==> config.mk <==
export PLATFORM = sky130hd
export DESIGN_NAME = reset_sequencer_flat
export DESIGN_NICKNAME = d
export VERILOG_FILES = /design/src/rtl/reset_seq_pkg.sv /design/src/rtl/reset_sequencer_if.sv /design/src/rtl/seq_counter.sv /design/src/rtl/reset_sequencer.sv /design/src/flat_wrapper.sv
export SDC_FILE = /design/constraint.sdc
export NUM_CORES = 1
export LEC_CHECK = 0
export CAP_MARGIN = 20
export CORE_UTILIZATION = 49
export CTS_BUF_LIST = sky130_fd_sc_hd__clkbuf_8
export DETAILED_ROUTE_END_ITERATION = 10
export HOLD_SLACK_MARGIN = 0.1
export PLACE_DENSITY = 0.73
export REMOVE_ABC_BUFFERS = 1
export SETUP_SLACK_MARGIN = 0.15
export SKIP_CTS_REPAIR_TIMING = 1
export SLEW_MARGIN = 10
export SYNTH_ARGS = -nofsm -noshare
export SYNTH_HDL_FRONTEND = slang
export SYNTH_SLANG_ARGS = --single-unit
export TNS_END_PERCENT = 10
==> constraint.sdc <==
create_clock -name clk -period 2.7 [get_ports clk]
set_input_delay 0.54 -clock clk [delete_from_list [all_inputs] [get_ports clk]]
set_output_delay 0.54 -clock clk [all_outputs]
set_load 0.05 [all_outputs]
==> src/rtl/reset_seq_pkg.sv <==
// Shared types and constants for the reset sequencer: FSM state encoding and
// the width of the reported failing-stage index.
package reset_seq_pkg;

  localparam int ERR_STAGE_W = 3;

  typedef enum logic [2:0] {
    ST_WAIT_LOCK = 3'd0,
    ST_HOLD      = 3'd1,
    ST_RELEASE   = 3'd2,
    ST_WAIT_ACK  = 3'd3,
    ST_GAP       = 3'd4,
    ST_RUN       = 3'd5
  } state_e;

endpackage

==> src/rtl/reset_sequencer_if.sv <==
// Bundle of lock/request/ack inputs and sequenced reset/status outputs between
// the reset sequencer (master) and the surrounding reset tree (slave).
interface reset_sequencer_if #(
  parameter int NUM_STAGES = 4
);
  import reset_seq_pkg::*;

  logic                   pll_locked;
  logic                   sw_reset_req;
  logic [NUM_STAGES-1:0]  stage_ack;
  logic [NUM_STAGES-1:0]  reset_out;
  logic                   seq_done;
  logic                   busy;
  logic                   timeout_err;
  logic [ERR_STAGE_W-1:0] err_stage;

  modport master (
    input  pll_locked, sw_reset_req, stage_ack,
    output reset_out, seq_done, busy, timeout_err, err_stage
  );

  modport slave (
    output pll_locked, sw_reset_req, stage_ack,
    input  reset_out, seq_done, busy, timeout_err, err_stage
  );

endinterface

==> src/rtl/seq_counter.sv <==
// Up-counter with clear and enable plus a terminal-value compare; one instance
// times the hold, inter-stage gap and ack timeout of the sequencer.
module seq_counter #(
  parameter int CNT_WIDTH = 16
) (
  input  logic                 clk,
  input  logic                 rst,
  input  logic                 clr,
  input  logic                 en,
  input  logic [CNT_WIDTH-1:0] term,
  output logic                 match
);

  logic [CNT_WIDTH-1:0] cnt_q;
  logic [CNT_WIDTH-1:0] cnt_d;

  always_comb begin
    cnt_d = cnt_q;
    if (clr) begin
      cnt_d = '0;
    end else if (en) begin
      cnt_d = cnt_q + CNT_WIDTH'(1);
    end
  end

  always_ff @(posedge clk) begin
    if (rst) begin
      cnt_q <= '0;
    end else begin
      cnt_q <= cnt_d;
    end
  end

  assign match = (cnt_q == term);

endmodule

==> src/rtl/reset_sequencer.sv <==
// Releases NUM_STAGES reset domains in order after PLL lock, one stage per
// acknowledge, and re-asserts them all together on lock loss or software request.
module reset_sequencer
  import reset_seq_pkg::*;
#(
  parameter int NUM_STAGES  = 4,
  parameter int CNT_WIDTH   = 16,
  parameter int HOLD_CYCLES = 4,
  parameter int STAGE_GAP   = 2,
  parameter int ACK_TIMEOUT = 255
) (
  input  logic                  clk,
  input  logic                  reset_in,
  reset_sequencer_if.master     sif
);

  localparam int IDX_W = $clog2(NUM_STAGES);

  state_e                 state_q, state_d;
  logic [IDX_W-1:0]       idx_q, idx_d;
  logic [NUM_STAGES-1:0]  reset_out_q, reset_out_d;
  logic                   timeout_err_q, timeout_err_d;
  logic [ERR_STAGE_W-1:0] err_stage_q, err_stage_d;

  logic                   cnt_clr;
  logic                   cnt_en;
  logic [CNT_WIDTH-1:0]   cnt_term;
  logic                   cnt_match;

  seq_counter #(
    .CNT_WIDTH (CNT_WIDTH)
  ) u_seq_counter (
    .clk   (clk),
    .rst   (reset_in),
    .clr   (cnt_clr),
    .en    (cnt_en),
    .term  (cnt_term),
    .match (cnt_match)
  );

  always_comb begin
    state_d       = state_q;
    idx_d         = idx_q;
    reset_out_d   = reset_out_q;
    timeout_err_d = timeout_err_q;
    err_stage_d   = err_stage_q;
    cnt_clr       = 1'b0;
    cnt_en        = 1'b0;
    cnt_term      = '0;

    // Lock loss outranks a software request; neither applies while already waiting for lock.
    if (!sif.pll_locked && state_q != ST_WAIT_LOCK) begin
      reset_out_d = '1;
      idx_d       = '0;
      cnt_clr     = 1'b1;
      state_d     = ST_WAIT_LOCK;
    end else if (sif.sw_reset_req && state_q != ST_WAIT_LOCK) begin
      reset_out_d   = '1;
      idx_d         = '0;
      cnt_clr       = 1'b1;
      timeout_err_d = 1'b0;
      state_d       = ST_HOLD;
    end else begin
      unique case (state_q)
        ST_WAIT_LOCK: begin
          if (sif.pll_locked) begin
            cnt_clr = 1'b1;
            state_d = ST_HOLD;
          end
        end
        ST_HOLD: begin
          cnt_term = CNT_WIDTH'(HOLD_CYCLES - 1);
          if (cnt_match) begin
            cnt_clr = 1'b1;
            state_d = ST_RELEASE;
          end else begin
            cnt_en = 1'b1;
          end
        end
        ST_RELEASE: begin
          reset_out_d[idx_q] = 1'b0;
          cnt_clr            = 1'b1;
          state_d            = ST_WAIT_ACK;
        end
        ST_WAIT_ACK: begin
          cnt_term = CNT_WIDTH'(ACK_TIMEOUT - 1);
          // A timed-out stage is treated as acked so the rest of the system still comes up.
          if (sif.stage_ack[idx_q] || cnt_match) begin
            if (!sif.stage_ack[idx_q] && !timeout_err_q) begin
              timeout_err_d = 1'b1;
              err_stage_d   = ERR_STAGE_W'(idx_q);
            end
            cnt_clr = 1'b1;
            if (idx_q == IDX_W'(NUM_STAGES - 1)) begin
              state_d = ST_RUN;
            end else begin
              state_d = ST_GAP;
            end
          end else begin
            cnt_en = 1'b1;
          end
        end
        ST_GAP: begin
          cnt_term = CNT_WIDTH'(STAGE_GAP - 1);
          if (cnt_match) begin
            idx_d   = idx_q + IDX_W'(1);
            cnt_clr = 1'b1;
            state_d = ST_RELEASE;
          end else begin
            cnt_en = 1'b1;
          end
        end
        ST_RUN: begin
          reset_out_d = '0;
        end
        default: begin
          reset_out_d = '1;
          idx_d       = '0;
          cnt_clr     = 1'b1;
          state_d     = ST_WAIT_LOCK;
        end
      endcase
    end
  end

  always_ff @(posedge clk) begin
    if (reset_in) begin
      state_q       <= ST_WAIT_LOCK;
      idx_q         <= '0;
      reset_out_q   <= '1;
      timeout_err_q <= 1'b0;
      err_stage_q   <= '0;
    end else begin
      state_q       <= state_d;
      idx_q         <= idx_d;
      reset_out_q   <= reset_out_d;
      timeout_err_q <= timeout_err_d;
      err_stage_q   <= err_stage_d;
    end
  end

  assign sif.reset_out   = reset_out_q;
  assign sif.timeout_err = timeout_err_q;
  assign sif.err_stage   = err_stage_q;
  assign sif.seq_done    = (state_q == ST_RUN);
  assign sif.busy        = (state_q != ST_RUN);

endmodule

==> src/flat_wrapper.sv <==
// flat-port wrapper written by rule: the top's interface ports become plain ports
module reset_sequencer_flat import reset_seq_pkg::*;
#(
  parameter int NUM_STAGES  = 4,
  parameter int CNT_WIDTH   = 16,
  parameter int HOLD_CYCLES = 4,
  parameter int STAGE_GAP   = 2,
  parameter int ACK_TIMEOUT = 255
)
  (clk, reset_in, sif_pll_locked, sif_sw_reset_req, sif_stage_ack, sif_reset_out, sif_seq_done, sif_busy, sif_timeout_err, sif_err_stage);
  reset_sequencer_if #(.NUM_STAGES(NUM_STAGES)) sif_i ();
  input  logic clk;
  input  logic reset_in;
  input wire logic [$bits(sif_i.pll_locked)-1:0] sif_pll_locked;
  input wire logic [$bits(sif_i.sw_reset_req)-1:0] sif_sw_reset_req;
  input wire logic [$bits(sif_i.stage_ack)-1:0] sif_stage_ack;
  output wire logic [$bits(sif_i.reset_out)-1:0] sif_reset_out;
  output wire logic [$bits(sif_i.seq_done)-1:0] sif_seq_done;
  output wire logic [$bits(sif_i.busy)-1:0] sif_busy;
  output wire logic [$bits(sif_i.timeout_err)-1:0] sif_timeout_err;
  output wire logic [$bits(sif_i.err_stage)-1:0] sif_err_stage;
  assign sif_i.pll_locked = sif_pll_locked;
  assign sif_i.sw_reset_req = sif_sw_reset_req;
  assign sif_i.stage_ack = sif_stage_ack;
  assign sif_reset_out = sif_i.reset_out;
  assign sif_seq_done = sif_i.seq_done;
  assign sif_busy = sif_i.busy;
  assign sif_timeout_err = sif_i.timeout_err;
  assign sif_err_stage = sif_i.err_stage;
  reset_sequencer #(.NUM_STAGES(NUM_STAGES), .CNT_WIDTH(CNT_WIDTH), .HOLD_CYCLES(HOLD_CYCLES), .STAGE_GAP(STAGE_GAP), .ACK_TIMEOUT(ACK_TIMEOUT)) u_core (.clk(clk), .reset_in(reset_in), .sif(sif_i));
endmodule
==> flow_metrics.env, run 1 <==
export IMPL_status="finished clean"
export IMPL_crit_type="in2reg"
export IMPL_p_sw_share_pct=31.32
export IMPL_synthTopCellsByArea="dfxtp_1 32%, a21oi_1 6.1%, xnor2_1 5.5%"
export IMPL_setup_viol=0
export IMPL_nNetsFinal=259
export IMPL_grt_ovfl_total=0
export IMPL_synth_ff_type="dfxtp_1"
export IMPL_io_buffers=16
export IMPL_syn_to_final_growth_pct=19.88
export IMPL_fmax_mhz=401.2
export IMPL_synth_area_um2=1737
export IMPL_core_area_um2=3363
export IMPL_vdd_ir_drop_max_uv=208.8
export IMPL_critPathMaxFanout=6
export IMPL_avgSynthCellArea_um2=8.003
export IMPL_yosysTopAreaCell="dfxtp_1"
export IMPL_cts_root_buf="clkbuf_8"
export IMPL_path_cells="clkdlybuf4s50_1 > and4bb_2 > a2111o_1 > a211oi_4 > buf_4 > and2_4 > a32oi_1 > a31oi_1"
export IMPL_clkPwrFrac_pct=26.4
export IMPL_synth_xor_xnor_area_share_pct=7.061
export IMPL_die_area_um2=3787
export IMPL_clock_sinks=28
export IMPL_synth_cells=217
export IMPL_antenna_found_initial=0
export IMPL_r2r_start="u_core.u_seq_counter.cnt_q[4]"
export IMPL_grt_first_pass_wirelength_mm=6.906
export IMPL_dp_hpwl_mm=3.199
export IMPL_rows=21
export IMPL_ys_seq_elements=28
export IMPL_crit_path_max_incr_delay_ns=0.47
export IMPL_synth_simple_gate_area_share_pct=26.73
export IMPL_finalWorstSetupSlack_ns=0.2076
export IMPL_synth_warnings=0
export IMPL_power_frac_seq_pct=49.0
export IMPL_io_pins=18
export IMPL_skew_ns=0.001542
export IMPL_r2r_cells=7
export IMPL_slew_violations=0
export IMPL_critPathCaptureType="flop"
export IMPL_relSlewSlack_pct=67.23
export IMPL_cts_buffers=3
export IMPL_worst_ep_required_time_ns=2.91
export IMPL_n_antenna_cell=0
export IMPL_vias=1696
export IMPL_wirelength_mm=4.316
export IMPL_place_gp_congestion=0.8606
export IMPL_rsz0062_at_grt="yes"
export IMPL_synth_top_family_by_area="simple AND/OR/NAND/NOR gates"
export IMPL_die_x_um=61.54
export IMPL_min_from="u_core.sif.err_stage[0]"
export IMPL_grt_pass1_vias=1489
export IMPL_cts_tree="built"
export IMPL_drive_gt1_share_pct=13.52
export IMPL_cts_max_path_buffers=2
export IMPL_drcViolationCount=0
export IMPL_htree_num_levels=1
export IMPL_p_comb_share_pct=24.6
export IMPL_clock_latency_ns=0.28
export IMPL_crit_path_start_kind="input pin"
export IMPL_die_y_um=61.54
export IMPL_p_per_area_nw_per_um2=425.6
export IMPL_timing_rr_end="u_core.state_q[1]"
export IMPL_synth_common_cells="28 x dfxtp_1, 25 x nand2_1, 22 x nor2_1"
export IMPL_hold_depth=2
export IMPL_synth_top_cell_area_share_pct=32.28
export IMPL_tightest_slew_ns=0.4792
export IMPL_synth_cell_type_count=46
export IMPL_initial_utilization_pct=51.64
export IMPL_ys_async_sr_fraction_pct=0
export IMPL_internal_power_uw=608.6
export IMPL_hold_end="u_core.sif.err_stage[0]"
export IMPL_yosysMostFrequentCell="dfxtp_1"
export IMPL_pre_cts_ws_ns=-0.1288
export IMPL_vias_per_cell=5.848
export IMPL_synth_mux_area_share_pct=2.450
export IMPL_rrSetupSlack_ns=0.28
export IMPL_total_power_uw=886.2
export IMPL_antenna_left=0
export IMPL_slowest_stage="clkdlybuf4s50_1"
export IMPL_min_period_ns=2.492
export IMPL_crit_arrival_ns=2.71
export IMPL_drv_cap=0
export IMPL_hold_class="reg2reg"
export IMPL_firstDrtPassIters=4
export IMPL_yosysSeqAreaShare_pct=32.28
export IMPL_drtIter0Drc=119
export IMPL_grt_max_degree=17
export IMPL_track_usage_pct=24.78
export IMPL_avgRoutedWirePerCell_um=14.88
export IMPL_synth_edff_count=0
export IMPL_period_share_pct=92.31
export IMPL_synth_compound_area_share_pct=21.54
export IMPL_hold_viol=0
export IMPL_p_leak_nw=0.7390
export IMPL_synthAdderAreaFrac_pct=3.602
export IMPL_clkSlewWorstSetupHoldPaths_ns=0.09
export IMPL_p_sw_uw=277.6
[area by class of cell]
class                           count  area [um^2]
Multi-Input combinational cell    170         1082
Sequential cell                    28        560.5
Tap cell                           46        57.56
Inverter                            8        30.03
Timing Repair Buffer               35        310.3
Fill cell                         338         1281
Clock buffer                        3        41.29
[cell families after synthesis]
| group | Yosys count |
|---|---|
| AND/OR/NAND/NOR | 90 |
| adder cells (fa/ha/maj) | 5 |
| other | 1 |
| AO/OA/AOI/OAI | 56 |
| XOR/XNOR | 14 |
| buffers and inverters | 20 |
| flip-flops | 28 |
| multiplexers | 3 |
[per-layer routing]
layer	share of wire, %	global-route usage (%)	routed length [um]	up-vias
li1	-	-	-	844
met1	51	38.59	2180	795
met2	43	35.48	1849	52
met3	5.4	2.311	234	5
met4	1.2	7.937	51	0
met5	0	0	0	-
[flip-flops by register name, summed over array words and instances, names as in the netlist]
signal / count
u_core.idx_q: 2
u_core.sif.err_stage: 2
u_core.sif.reset_out: 4
u_core.sif.timeout_err: 1
u_core.state_q: 3
u_core.u_seq_counter.cnt_q: 16
[cells in the final DEF, fill, tap and decap left out, types with 6 or more instances in the layout]
cell type | Yosys | final
dfxtp_1 | 28 | 28
nand2_1 | 25 | 25
nor2_1 | 22 | 22
a21oi_1 | 21 | 21
buf_4 | 1 | 20
clkdlybuf4s50_1 | 0 | 14
o21ai_0 | 11 | 11
xnor2_1 | 11 | 11
nand4_1 | 9 | 9
inv_1 | 8 | 8
or4_1 | 6 | 6
[worst max-delay path: cells and delay by family]
family | cells | cell delay, ns
buf+inv | 2 | 0.67
compound gates | 4 | 1.04
simple gates | 2 | 0.45
[stage by stage]
step           util, %  instances  hold slack (ns)  area [um^2]  setup TNS (ns)
6_report         61.90        290           0.5117         2082               0
3_3_place_gp     60.31        286           0.4852         2028         -0.7383
5_1_grt          61.90        290           0.5686         2082               0
3_5_place_dp     60.31        286           0.5002         2028          -2.018
4_1_cts          61.53        289           0.5200         2069               0
2_1_floorplan        -        205           0.4797         1660               0
[power groups by stage]
| stage | clock, mW | combinational, mW | sequential (mW) |
|---|---|---|---|
| 2_1_floorplan | 0 | 0.103 | 0.461 |
| 3_3_place_gp | 0 | 0.209 | 0.443 |
| 3_5_place_dp | 0 | 0.210 | 0.444 |
| 6_report | 0.234 | 0.218 | 0.434 |
| 4_1_cts | 0.238 | 0.211 | 0.434 |
| 5_1_grt | 0.250 | 0.236 | 0.437 |
[worst max-delay path by stage]
stage                                             start                        endpoint  slack, ns
after global placement                 sif_sw_reset_req               u_core.state_q[1]      -0.08
after floorplan           u_core.u_seq_counter.cnt_q[4]   u_core.u_seq_counter.cnt_q[0]       0.23
after global routing                     sif_pll_locked  u_core.u_seq_counter.cnt_q[15]       0.12
after CTS                              sif_sw_reset_req               u_core.state_q[1]       0.16
final                                  sif_sw_reset_req               u_core.state_q[1]       0.21
after detailed placement               sif_sw_reset_req               u_core.state_q[1]      -0.13
Note: power is estimated with default switching activity, not from simulation.
==> run 2, diff against run 1 <==
CORE_ASPECT_RATIO = 1.75   (was not set)
CTS_BUF_LIST = not set   (was sky130_fd_sc_hd__clkbuf_8)
REMOVE_ABC_BUFFERS = not set   (was 1)
==> flow_metrics.env, run 2 (same netlist as run 1, synthesis figures left out) <==
export IMPL_cts_buffers=3
export IMPL_syn_to_final_growth_pct=19.67
export IMPL_io_buffers=16
export IMPL_status="finished clean"
export IMPL_cts_tree="built"
export IMPL_hold_class="reg2reg"
export IMPL_fmax_mhz=398.7
export IMPL_largest_register="u_core.u_seq_counter.cnt_q"
export IMPL_setup_worst_path_end="u_core.u_seq_counter.cnt_q[11]"
export IMPL_drcViolationCount=0
export IMPL_htree_num_levels=1
export IMPL_p_leak_nw=0.7345
export IMPL_p_per_area_nw_per_um2=442.8
export IMPL_pre_cts_ws_ns=-0.1156
export IMPL_n_antenna_cell=0
export IMPL_critPathCaptureType="flop"
export IMPL_crit_path_start_kind="input pin"
export IMPL_place_area_um2=2007
export IMPL_finalHoldWorstSlack_ns=0.5080
export IMPL_io_pins=18
export IMPL_period_share_pct=92.88
export IMPL_skew_ns=0.009444
export IMPL_layout_commonest_cell="dfxtp_1"
export IMPL_firstDrtPassIters=4
export IMPL_grt_first_pass_wirelength_mm=7.141
export IMPL_crit_arrival_ns=2.68
export IMPL_wirelength_mm=4.579
export IMPL_die_x_um=47
export IMPL_setup_viol=0
export IMPL_clock_sinks=28
export IMPL_tightest_slew_ns=0.5070
export IMPL_dp_cells=282
export IMPL_vias_per_cell=5.955
export IMPL_nNetsFinal=256
export IMPL_r2r_start="u_core.u_seq_counter.cnt_q[4]"
export IMPL_min_period_ns=2.508
export IMPL_total_power_uw=920.2
export IMPL_min_from="u_core.sif.err_stage[1]"
export IMPL_avgRoutedWirePerCell_um=15.95
export IMPL_crit_type="in2reg"
export IMPL_clkSlewWorstSetupHoldPaths_ns=0.09
export IMPL_p_sw_uw=280.6
export IMPL_slew_violations=0
export IMPL_setup_tns_final_ns=0
export IMPL_drv_cap=0
export IMPL_rsz0062_at_grt="yes"
export IMPL_die_area_um2=3795
export IMPL_rrSetupSlack_ns=0.34
export IMPL_initial_utilization_pct=51.10
export IMPL_final_cell_mix="28 x dfxtp_1, 25 x nand2_1, 22 x nor2_1"
export IMPL_vdd_ir_drop_max_uv=371.7
export IMPL_worst_ep_required_time_ns=2.87
export IMPL_grt_ovfl_total=0
export IMPL_hold_viol=0
export IMPL_syn_nets=230
export IMPL_timing_rr_end="u_core.u_seq_counter.cnt_q[11]"
export IMPL_drive_gt1_share_pct=12.40
export IMPL_crit_start="sif_pll_locked"
export IMPL_multi_input_area_um2=1082
export IMPL_track_usage_pct=26.17
export IMPL_clock_latency_ns=0.28
export IMPL_core_area_um2=3398
export IMPL_finalWorstSetupSlack_ns=0.1921
export IMPL_grt_pass1_vias=1553
export IMPL_r2r_cells=8
export IMPL_design_area_um2=2078
export IMPL_die_y_um=80.76
export IMPL_largest_register_ffs=16
export IMPL_cts_max_path_buffers=2
export IMPL_finalNonFillerCells=287
export IMPL_clkPwrFrac_pct=28.7
export IMPL_place_gp_congestion=0.8829
export IMPL_internal_power_uw=639.6
export IMPL_p_comb_share_pct=23.9
export IMPL_vias=1709
export IMPL_antenna_found_initial=0
export IMPL_rows=28
export IMPL_drtIter0Drc=52
export IMPL_grt_max_degree=17
export IMPL_relSlewSlack_pct=66.09
export IMPL_p_sw_share_pct=30.49
export IMPL_cts_root_buf="clkbuf_8"
export IMPL_antenna_left=0
export IMPL_final_core_utilization_pct=61.16
export IMPL_regArea_um2=560.5
export IMPL_critPathMaxFanout=8
export IMPL_fillers=324
export IMPL_dp_hpwl_mm=3.443
export IMPL_power_frac_seq_pct=47.3
-- run 2: per-layer routing --
metal | global-route usage [%] | vias up | part of all wire, %
li1 | - | 835 | -
met1 | 27.47 | 803 | 37
met2 | 48.33 | 53 | 56
met3 | 2.667 | 18 | 3.0
met4 | 12.57 | 0 | 4.6
met5 | 0 | - | 0
-- run 2: worst max-delay path, stage by stage --
cell             delay (ns)
clkdlybuf4s50_1        0.51
buf_4                  0.17
nor2b_2                0.21
buf_4                  0.20
nor2_1                 0.10
or4_1                  0.51
a21oi_1                0.23
xnor2_1                0.15
nor2_1                 0.05
-- run 2: final cells by class --
cell class,count,area share [%]
well taps,45,2.709
clock buffers,4,2.649
repair buffers,32,14.15
multi-input cells,170,52.08
flip-flops and latches,28,26.97
inverters,8,1.445
-- run 2: worst min-delay path by stage --
stage                                           endpoint  depth (start not counted)
after floorplan           u_core.u_seq_counter.cnt_q[13]                          2
after global placement           u_core.sif.err_stage[0]                          2
after detailed placement         u_core.sif.err_stage[1]                          2
after CTS                        u_core.sif.err_stage[1]                          2
after global routing             u_core.sif.err_stage[1]                          2
final                            u_core.sif.err_stage[1]                          2
-- run 2: power groups by stage --
| stage | Combinational, mW | Clock (mW) | Sequential [mW] |
|---|---|---|---|
| after floorplan | 0.132 | 0 | 0.451 |
| after global placement | 0.211 | 0 | 0.444 |
| after detailed placement | 0.213 | 0 | 0.444 |
| after CTS | 0.215 | 0.267 | 0.435 |
| after global routing | 0.236 | 0.285 | 0.437 |
| final | 0.220 | 0.264 | 0.436 |
